<file path="src/rtl/mem_ctrl_pkg.sv">
// Shared opcodes and FSM state type for the load/store memory access controller.
package mem_ctrl_pkg;

    localparam logic [3:0] OP_LDR = 4'b1001;
    localparam logic [3:0] OP_STR = 4'b1010;

    typedef enum logic [1:0] {
        ST_IDLE,
        ST_RD,
        ST_WR,
        ST_DONE
    } state_t;

endpackage

</file>
<file path="src/rtl/mem_access_ctrl.sv">
// Load/store access controller: decodes LDR/STR, runs a req/ready RAM handshake, stalls via busy.
// Optional macro MEM_TIMEOUT_EN adds a TIMEOUT_CYC wait limit that aborts with an err pulse.
module mem_access_ctrl
    import mem_ctrl_pkg::*;
#(
    parameter int unsigned OP_W        = 4,
    parameter int unsigned ADDR_W      = 8,
    parameter int unsigned DATA_W      = 16,
    parameter int unsigned TIMEOUT_CYC = 255
) (
    input  logic              clk,
    input  logic              rst,
    input  logic              op_valid,
    input  logic [OP_W-1:0]   opcode,
    input  logic [ADDR_W-1:0] addr,
    input  logic [DATA_W-1:0] wdata,
    input  logic [DATA_W-1:0] ram_rdata,
    input  logic              ram_ready,
    output logic              ram_req,
    output logic              rw_out,
    output logic [ADDR_W-1:0] ram_addr,
    output logic [DATA_W-1:0] ram_wdata,
    output logic              add_bus_sel,
    output logic              ldr_sel,
    output logic [DATA_W-1:0] rdata,
    output logic              ld_valid,
    output logic              st_done,
    output logic              busy,
    output logic              err
);

    state_t state, state_n;

    logic [ADDR_W-1:0] ram_addr_n;
    logic [DATA_W-1:0] ram_wdata_n;
    logic [DATA_W-1:0] rdata_n;
    logic              ld_done_n;
    logic              st_done_n;
    logic              err_n;
    logic              access_n;

`ifdef MEM_TIMEOUT_EN
    localparam int unsigned CNT_W = $clog2(TIMEOUT_CYC + 1);
    logic [CNT_W-1:0] wait_cnt, wait_cnt_n;
    logic             expired;
    assign expired = (wait_cnt == CNT_W'(TIMEOUT_CYC - 1));
`endif

    always_comb begin
        state_n     = state;
        ram_addr_n  = ram_addr;
        ram_wdata_n = ram_wdata;
        rdata_n     = rdata;
        ld_done_n   = 1'b0;
        st_done_n   = 1'b0;
        err_n       = 1'b0;
`ifdef MEM_TIMEOUT_EN
        wait_cnt_n  = '0;
`endif
        unique case (state)
            ST_IDLE: begin
                if (op_valid && opcode == OP_W'(OP_LDR)) begin
                    ram_addr_n = addr;
                    state_n    = ST_RD;
                end else if (op_valid && opcode == OP_W'(OP_STR)) begin
                    ram_addr_n  = addr;
                    ram_wdata_n = wdata;
                    state_n     = ST_WR;
                end
            end
            ST_RD, ST_WR: begin
                if (ram_ready) begin
                    state_n = ST_DONE;
                    if (state == ST_RD) begin
                        rdata_n   = ram_rdata;
                        ld_done_n = 1'b1;
                    end else begin
                        st_done_n = 1'b1;
                    end
                end
`ifdef MEM_TIMEOUT_EN
                else if (expired) begin
                    state_n = ST_IDLE;
                    err_n   = 1'b1;
                end else begin
                    wait_cnt_n = wait_cnt + 1'b1;
                end
`endif
            end
            ST_DONE: state_n = ST_IDLE;
            default: state_n = ST_IDLE;
        endcase
        // Outputs are registered, so they are derived from the state being entered.
        access_n = (state_n == ST_RD) || (state_n == ST_WR);
    end

    always_ff @(posedge clk) begin
        if (rst) begin
            state       <= ST_IDLE;
            ram_req     <= 1'b0;
            rw_out      <= 1'b1;
            add_bus_sel <= 1'b0;
            busy        <= 1'b0;
            ldr_sel     <= 1'b0;
            ld_valid    <= 1'b0;
            st_done     <= 1'b0;
            err         <= 1'b0;
            ram_addr    <= '0;
            ram_wdata   <= '0;
            rdata       <= '0;
        end else begin
            state       <= state_n;
            ram_req     <= access_n;
            rw_out      <= (state_n != ST_WR);
            add_bus_sel <= access_n;
            busy        <= access_n;
            ldr_sel     <= ld_done_n;
            ld_valid    <= ld_done_n;
            st_done     <= st_done_n;
            err         <= err_n;
            ram_addr    <= ram_addr_n;
            ram_wdata   <= ram_wdata_n;
            rdata       <= rdata_n;
        end
    end

`ifdef MEM_TIMEOUT_EN
    always_ff @(posedge clk) begin
        if (rst) wait_cnt <= '0;
        else     wait_cnt <= wait_cnt_n;
    end
`endif

endmodule

</file>
<file path="config.mk">
export PLATFORM = sky130hd
export DESIGN_NAME = mem_access_ctrl
export DESIGN_NICKNAME = d
export VERILOG_FILES = /design/src/rtl/mem_ctrl_pkg.sv /design/src/rtl/mem_access_ctrl.sv
export SDC_FILE = /design/constraint.sdc
export NUM_CORES = 1
export LEC_CHECK = 0
export CORE_MARGIN = 5
export CORE_UTILIZATION = 43
export DETAILED_ROUTE_END_ITERATION = 16
export PLACE_DENSITY = 0.83
export SYNTH_ARGS = -nofsm -noshare
export SYNTH_HDL_FRONTEND = slang
export SYNTH_SLANG_ARGS = --single-unit
</file>
<file path="constraint.sdc">
create_clock -name clk -period 4.5 [get_ports clk]
set_input_delay 0.675 -clock clk [delete_from_list [all_inputs] [get_ports clk]]
set_output_delay 0.675 -clock clk [all_outputs]
set_load 0.1 [all_outputs]
</file>
==> After elaboration in Yosys (flattened, before gate mapping) <==
Cells that the tools add are included.
{ "op_classes": {"bitwise": 3, "muxes": 8, "n_reduce_logical": 10, "eq_ne": 8} }
{ "ops": {"columns": ["cell", "count"], "rows": [
  ["$mux W8", 2],
  ["$eq A4 B4 Y1 const B", 2],
  ["$eq A2 B2 Y1 const B", 3],
  ["$mux W2", 3],
  ["$pmux W2 S3", 1],
  ["$reduce_and A3 Y1", 2],
  ["$eq A2 B1 Y1 const B", 2],
  ["$not A1 Y1", 3],
  ["$reduce_or A3 Y1", 1],
  ["$logic_and A1 B1 Y1", 2],
  ["$logic_not A2 Y1", 1],
  ["$mux W1", 2],
  ["$ne A2 B2 Y1 const B", 1],
  ["$reduce_and A2 Y1", 1],
  ["$reduce_bool A2 Y1", 1],
  ["$reduce_or A2 Y1", 1],
  ["$logic_or A1 B1 Y1", 1]
]} }
{ "word_totals": {"out_inout_bits": 48, "input_bits": 48, "regBits": 46} }

==> Longest topological paths before layout <==
{ "depth": {"ltp_word": 7, "ltp_mapped": 9} }

==> Least setup slack after synthesis <==
No wires, ideal clock.
{ "synth_path": {"path_kind": "flip-flop to output port", "from": "reg busy", "to": "out busy", "slack_ns": 2.451, "t_arrival_ns": 1.374, "stages_incl_launch_ff": 2, "t_required_ns": 3.825, "path_cell_list": "dfxtp_1 buf_4"} }
{ "synth_rtl": {"columns": ["element", "line", "text"], "rows": [
  ["start: declaration", "mem_access_ctrl.sv:28", "output logic busy,"],
  ["start signal: assignment", "mem_access_ctrl.sv:116", "busy <= access_n;"]
]} }
No word-level cell between the ends.

==> Worst setup path after layout <==
{ "layout_path": {"from": "in op_valid", "to": "reg busy"} }
{ "layout_between": {"elab_chain_len": 6, "elab_cells_between_ends": 8, "classes_between": "2 x eq/ne; 3 x mux; 3 x reduce/logical"} }
{ "layout_rtl": {"columns": ["element", "line", "text"], "rows": [
  ["start: declaration", "mem_access_ctrl.sv:13", "input logic op_valid,"],
  ["$logic_and A1 B1 Y1", "mem_access_ctrl.sv:65", "end else if (op_valid && opcode == OP_W'(OP_STR)) begin"],
  ["$mux W2", "mem_access_ctrl.sv:65", null],
  ["$mux W2 (*)", "mem_access_ctrl.sv:62", "if (op_valid && opcode == OP_W'(OP_LDR)) begin"],
  ["$pmux W2 S3 (*)", "mem_access_ctrl.sv:60", "unique case (state)"],
  ["$eq A2 B1 Y1 or $eq A2 B2 Y1 (tied branches)", "mem_access_ctrl.sv:94", "access_n = (state_n == ST_RD) || (state_n == ST_WR);"],
  ["$logic_or A1 B1 Y1 (*)", "mem_access_ctrl.sv:94", null]
]} }
Every way passes the cells marked *; elsewhere a longest branch is shown, timed or not.
A chain may end at the register's enable or synchronous reset.

==> flow_metrics.env <==
export IMPL_outcome="finished clean"
export IMPL_syn_to_final_growth_pct=49.2
export IMPL_setup_worst_path_end_class="flip-flop"
export IMPL_ys_seq_area_frac=0.461
export IMPL_antenna_found_initial=0
export IMPL_cap_viol_max_count=0
export IMPL_syn_nets=287
export IMPL_h_tree_depth=2
export IMPL_cts_sinks=46
export IMPL_viasPerCell=4.89
export IMPL_grt_first_pass_wirelength_um=8290
export IMPL_num_rows=24
export IMPL_avgSynthCellArea_sq_um=8.46
export IMPL_clock_latency_ps=300
export IMPL_final_hold_violation_count=0
export IMPL_worst_hold_slack_ps=454
export IMPL_path_class="primary input to flip-flop"
export IMPL_synth_edff_count=0
export IMPL_ctsLongestPathBuffers=2
export IMPL_drive_gt1_frac=0.0314
export IMPL_fmax_ghz=0.362
export IMPL_worst_slew_pin_slew_ps=997
export IMPL_die_w_um=78.1
export IMPL_syn_inst=236
export IMPL_rsz0062_at_grt="no"
export IMPL_multiInputGateArea_sq_um=956
export IMPL_firstDrtPassIters=4
export IMPL_grt_max_degree=69
export IMPL_seq_area_sq_um=921
export IMPL_routedWlPerCell_um=13.6
export IMPL_finalSetupTns_ps=0
export IMPL_slew_headroom=0.334
export IMPL_dieArea_sq_um=6110
export IMPL_cts_resized=0
export IMPL_clock_skew_ps=2.99
export IMPL_ant_nets=0
export IMPL_required_ps=4730
export IMPL_power_mw=1.22
export IMPL_cts_root_buf="clkbuf_8"
export IMPL_synth_area_sq_um=2000
export IMPL_path_clk_slew_ps=80
export IMPL_io_pins=96
export IMPL_post_cts_setup_buffer_count=0
export IMPL_num_antenna_cells=0
export IMPL_final_nets=368
export IMPL_yosys_warnings=0
export IMPL_hp_class="flip-flop to flip-flop"
export IMPL_synth_cell_types=30
export IMPL_cp_arrival_ps=2990
export IMPL_totalWireLength_um=5030
export IMPL_grt_overflow=0
export IMPL_cp_max_fo=21
export IMPL_ys_ff_latch=46
export IMPL_die_h_um=78.1
export IMPL_hpwlAfterDp_um=3610
export IMPL_track_usage=0.170
export IMPL_drtIter0Drc=112
export IMPL_final_fill_count=403
export IMPL_leakage_nw=1.04
export IMPL_cts_tree="built"
export IMPL_fin_crit_sh=0.614
export IMPL_synthFlopType="dfxtp_1"
export IMPL_drc=0
export IMPL_drv_slew=0
export IMPL_setup_viol=0
export IMPL_io_buffers=94
export IMPL_p_per_area_nw_per_um2=411
export IMPL_place_congestion=0.720
export IMPL_synth_async_sr_flop_share=0
export IMPL_core_sq_um=4440
export IMPL_cts_hold_buf=0
export IMPL_num_vias=1808
export IMPL_ir_drop_mv=0.221
export IMPL_start_kind="primary input"
export IMPL_cts_made_buffers=5
export IMPL_start_util=0.449
export IMPL_grt_pass1_vias=1798
export IMPL_min_period_ps=2760
==> cell families after synthesis <==
group,share of synthesized area
and+or+nand+nor,0.254
AOI/OAI and AO/OA,0.159
DFF,0.461
buffers and inverters,0.0601
muxes,0.0457
adders and majority gates,0.0188
other,0.00188
==> layout by cell type, fill, tap and decap left out, types with 2 or more instances in the layout <==
cell	instances
o21ai_1	8
nor2b_1	17
nor2_1	2
nand2_1	38
inv_1	3
and2_1	2
clkbuf_8	6
clkdlybuf4s50_1	93
a21oi_1	17
o21ai_0	27
nand2b_1	31
dfxtp_1	46
ha_1	3
mux2i_1	8
==> report_power, final <==
| part | switching, mW | internal, mW |
|---|---|---|
| Sequential | 0.0191 | 0.440 |
| Combinational | 0.355 | 0.153 |
| Clock | 0.133 | 0.124 |
==> metrics by stage <==
stage / util / setup WS (ps) / cell area [sq um] / instances
3_3_place_gp: 0.650 / 1420 / 2890 / 362
3_5_place_dp: 0.650 / 1410 / 2890 / 362
6_report: 0.671 / 1740 / 2980 / 370
2_1_floorplan: - / 2450 / 2000 / 236
4_1_cts: 0.671 / 1720 / 2980 / 370
5_1_grt: 0.671 / 1530 / 2980 / 370
==> worst max-delay path, stage by stage <==
cell and delay (ps):
clkdlybuf4s50_1 480, nand4b_1 630, or2_1 690, nand3_1 190, ha_1 230, nor2_1 90
==> registers in the layout, summed over array words and instances, names as in the netlist <==
register   flops
busy           1
ld_valid       1
ram_addr       8
ram_wdata     16
rdata         16
rw_out         1
st_done        1
state          2
==> layout make-up <==
class,instances,area share
clock buffers,7,0.0290
clock inverters,1,0.00168
flip-flops and latches,46,0.309
inverters,3,0.00378
multi-input cells,167,0.321
repair buffers,94,0.314
well taps,52,0.0218
==> Yosys cell counts, types with 2 or more instances <==
master / instances / area, sq um
a21oi_1: 17 / 85.1
mux2i_1: 8 / 80.1
o21ai_0: 27 / 135
inv_1: 3 / 11.3
buf_4: 4 / 30.0
dfxtp_1: 46 / 921
ha_1: 3 / 37.5
buf_6: 2 / 22.5
nor2_1: 2 / 7.51
nor2b_1: 17 / 106
buf_2: 3 / 15.0
o21ai_1: 8 / 40.0
nand2b_1: 31 / 194
nand2_1: 38 / 143
clkbuf_1: 11 / 41.3
and2_1: 2 / 12.5
==> final timing paths <==
path	depth (start not counted)	slack, ps	to	from
hold / removal	2	450	rdata[14]	rdata[14]
hold reg to reg	2	450	rdata[14]	rdata[14]
setup reg to reg	7	1840	busy	state[0]
setup / recovery	6	1740	busy	op_valid
==> metal layers <==
metal | share of wire | GRT usage | up-vias
met3 | 0.061 | 0.0549 | 7
met1 | 0.43 | 0.198 | 829
met4 | 0.018 | 0.0752 | 0
met2 | 0.49 | 0.285 | 45
li1 | - | - | 927
met5 | 0 | 0 | -
Note: power is estimated with default switching activity, not from simulation.
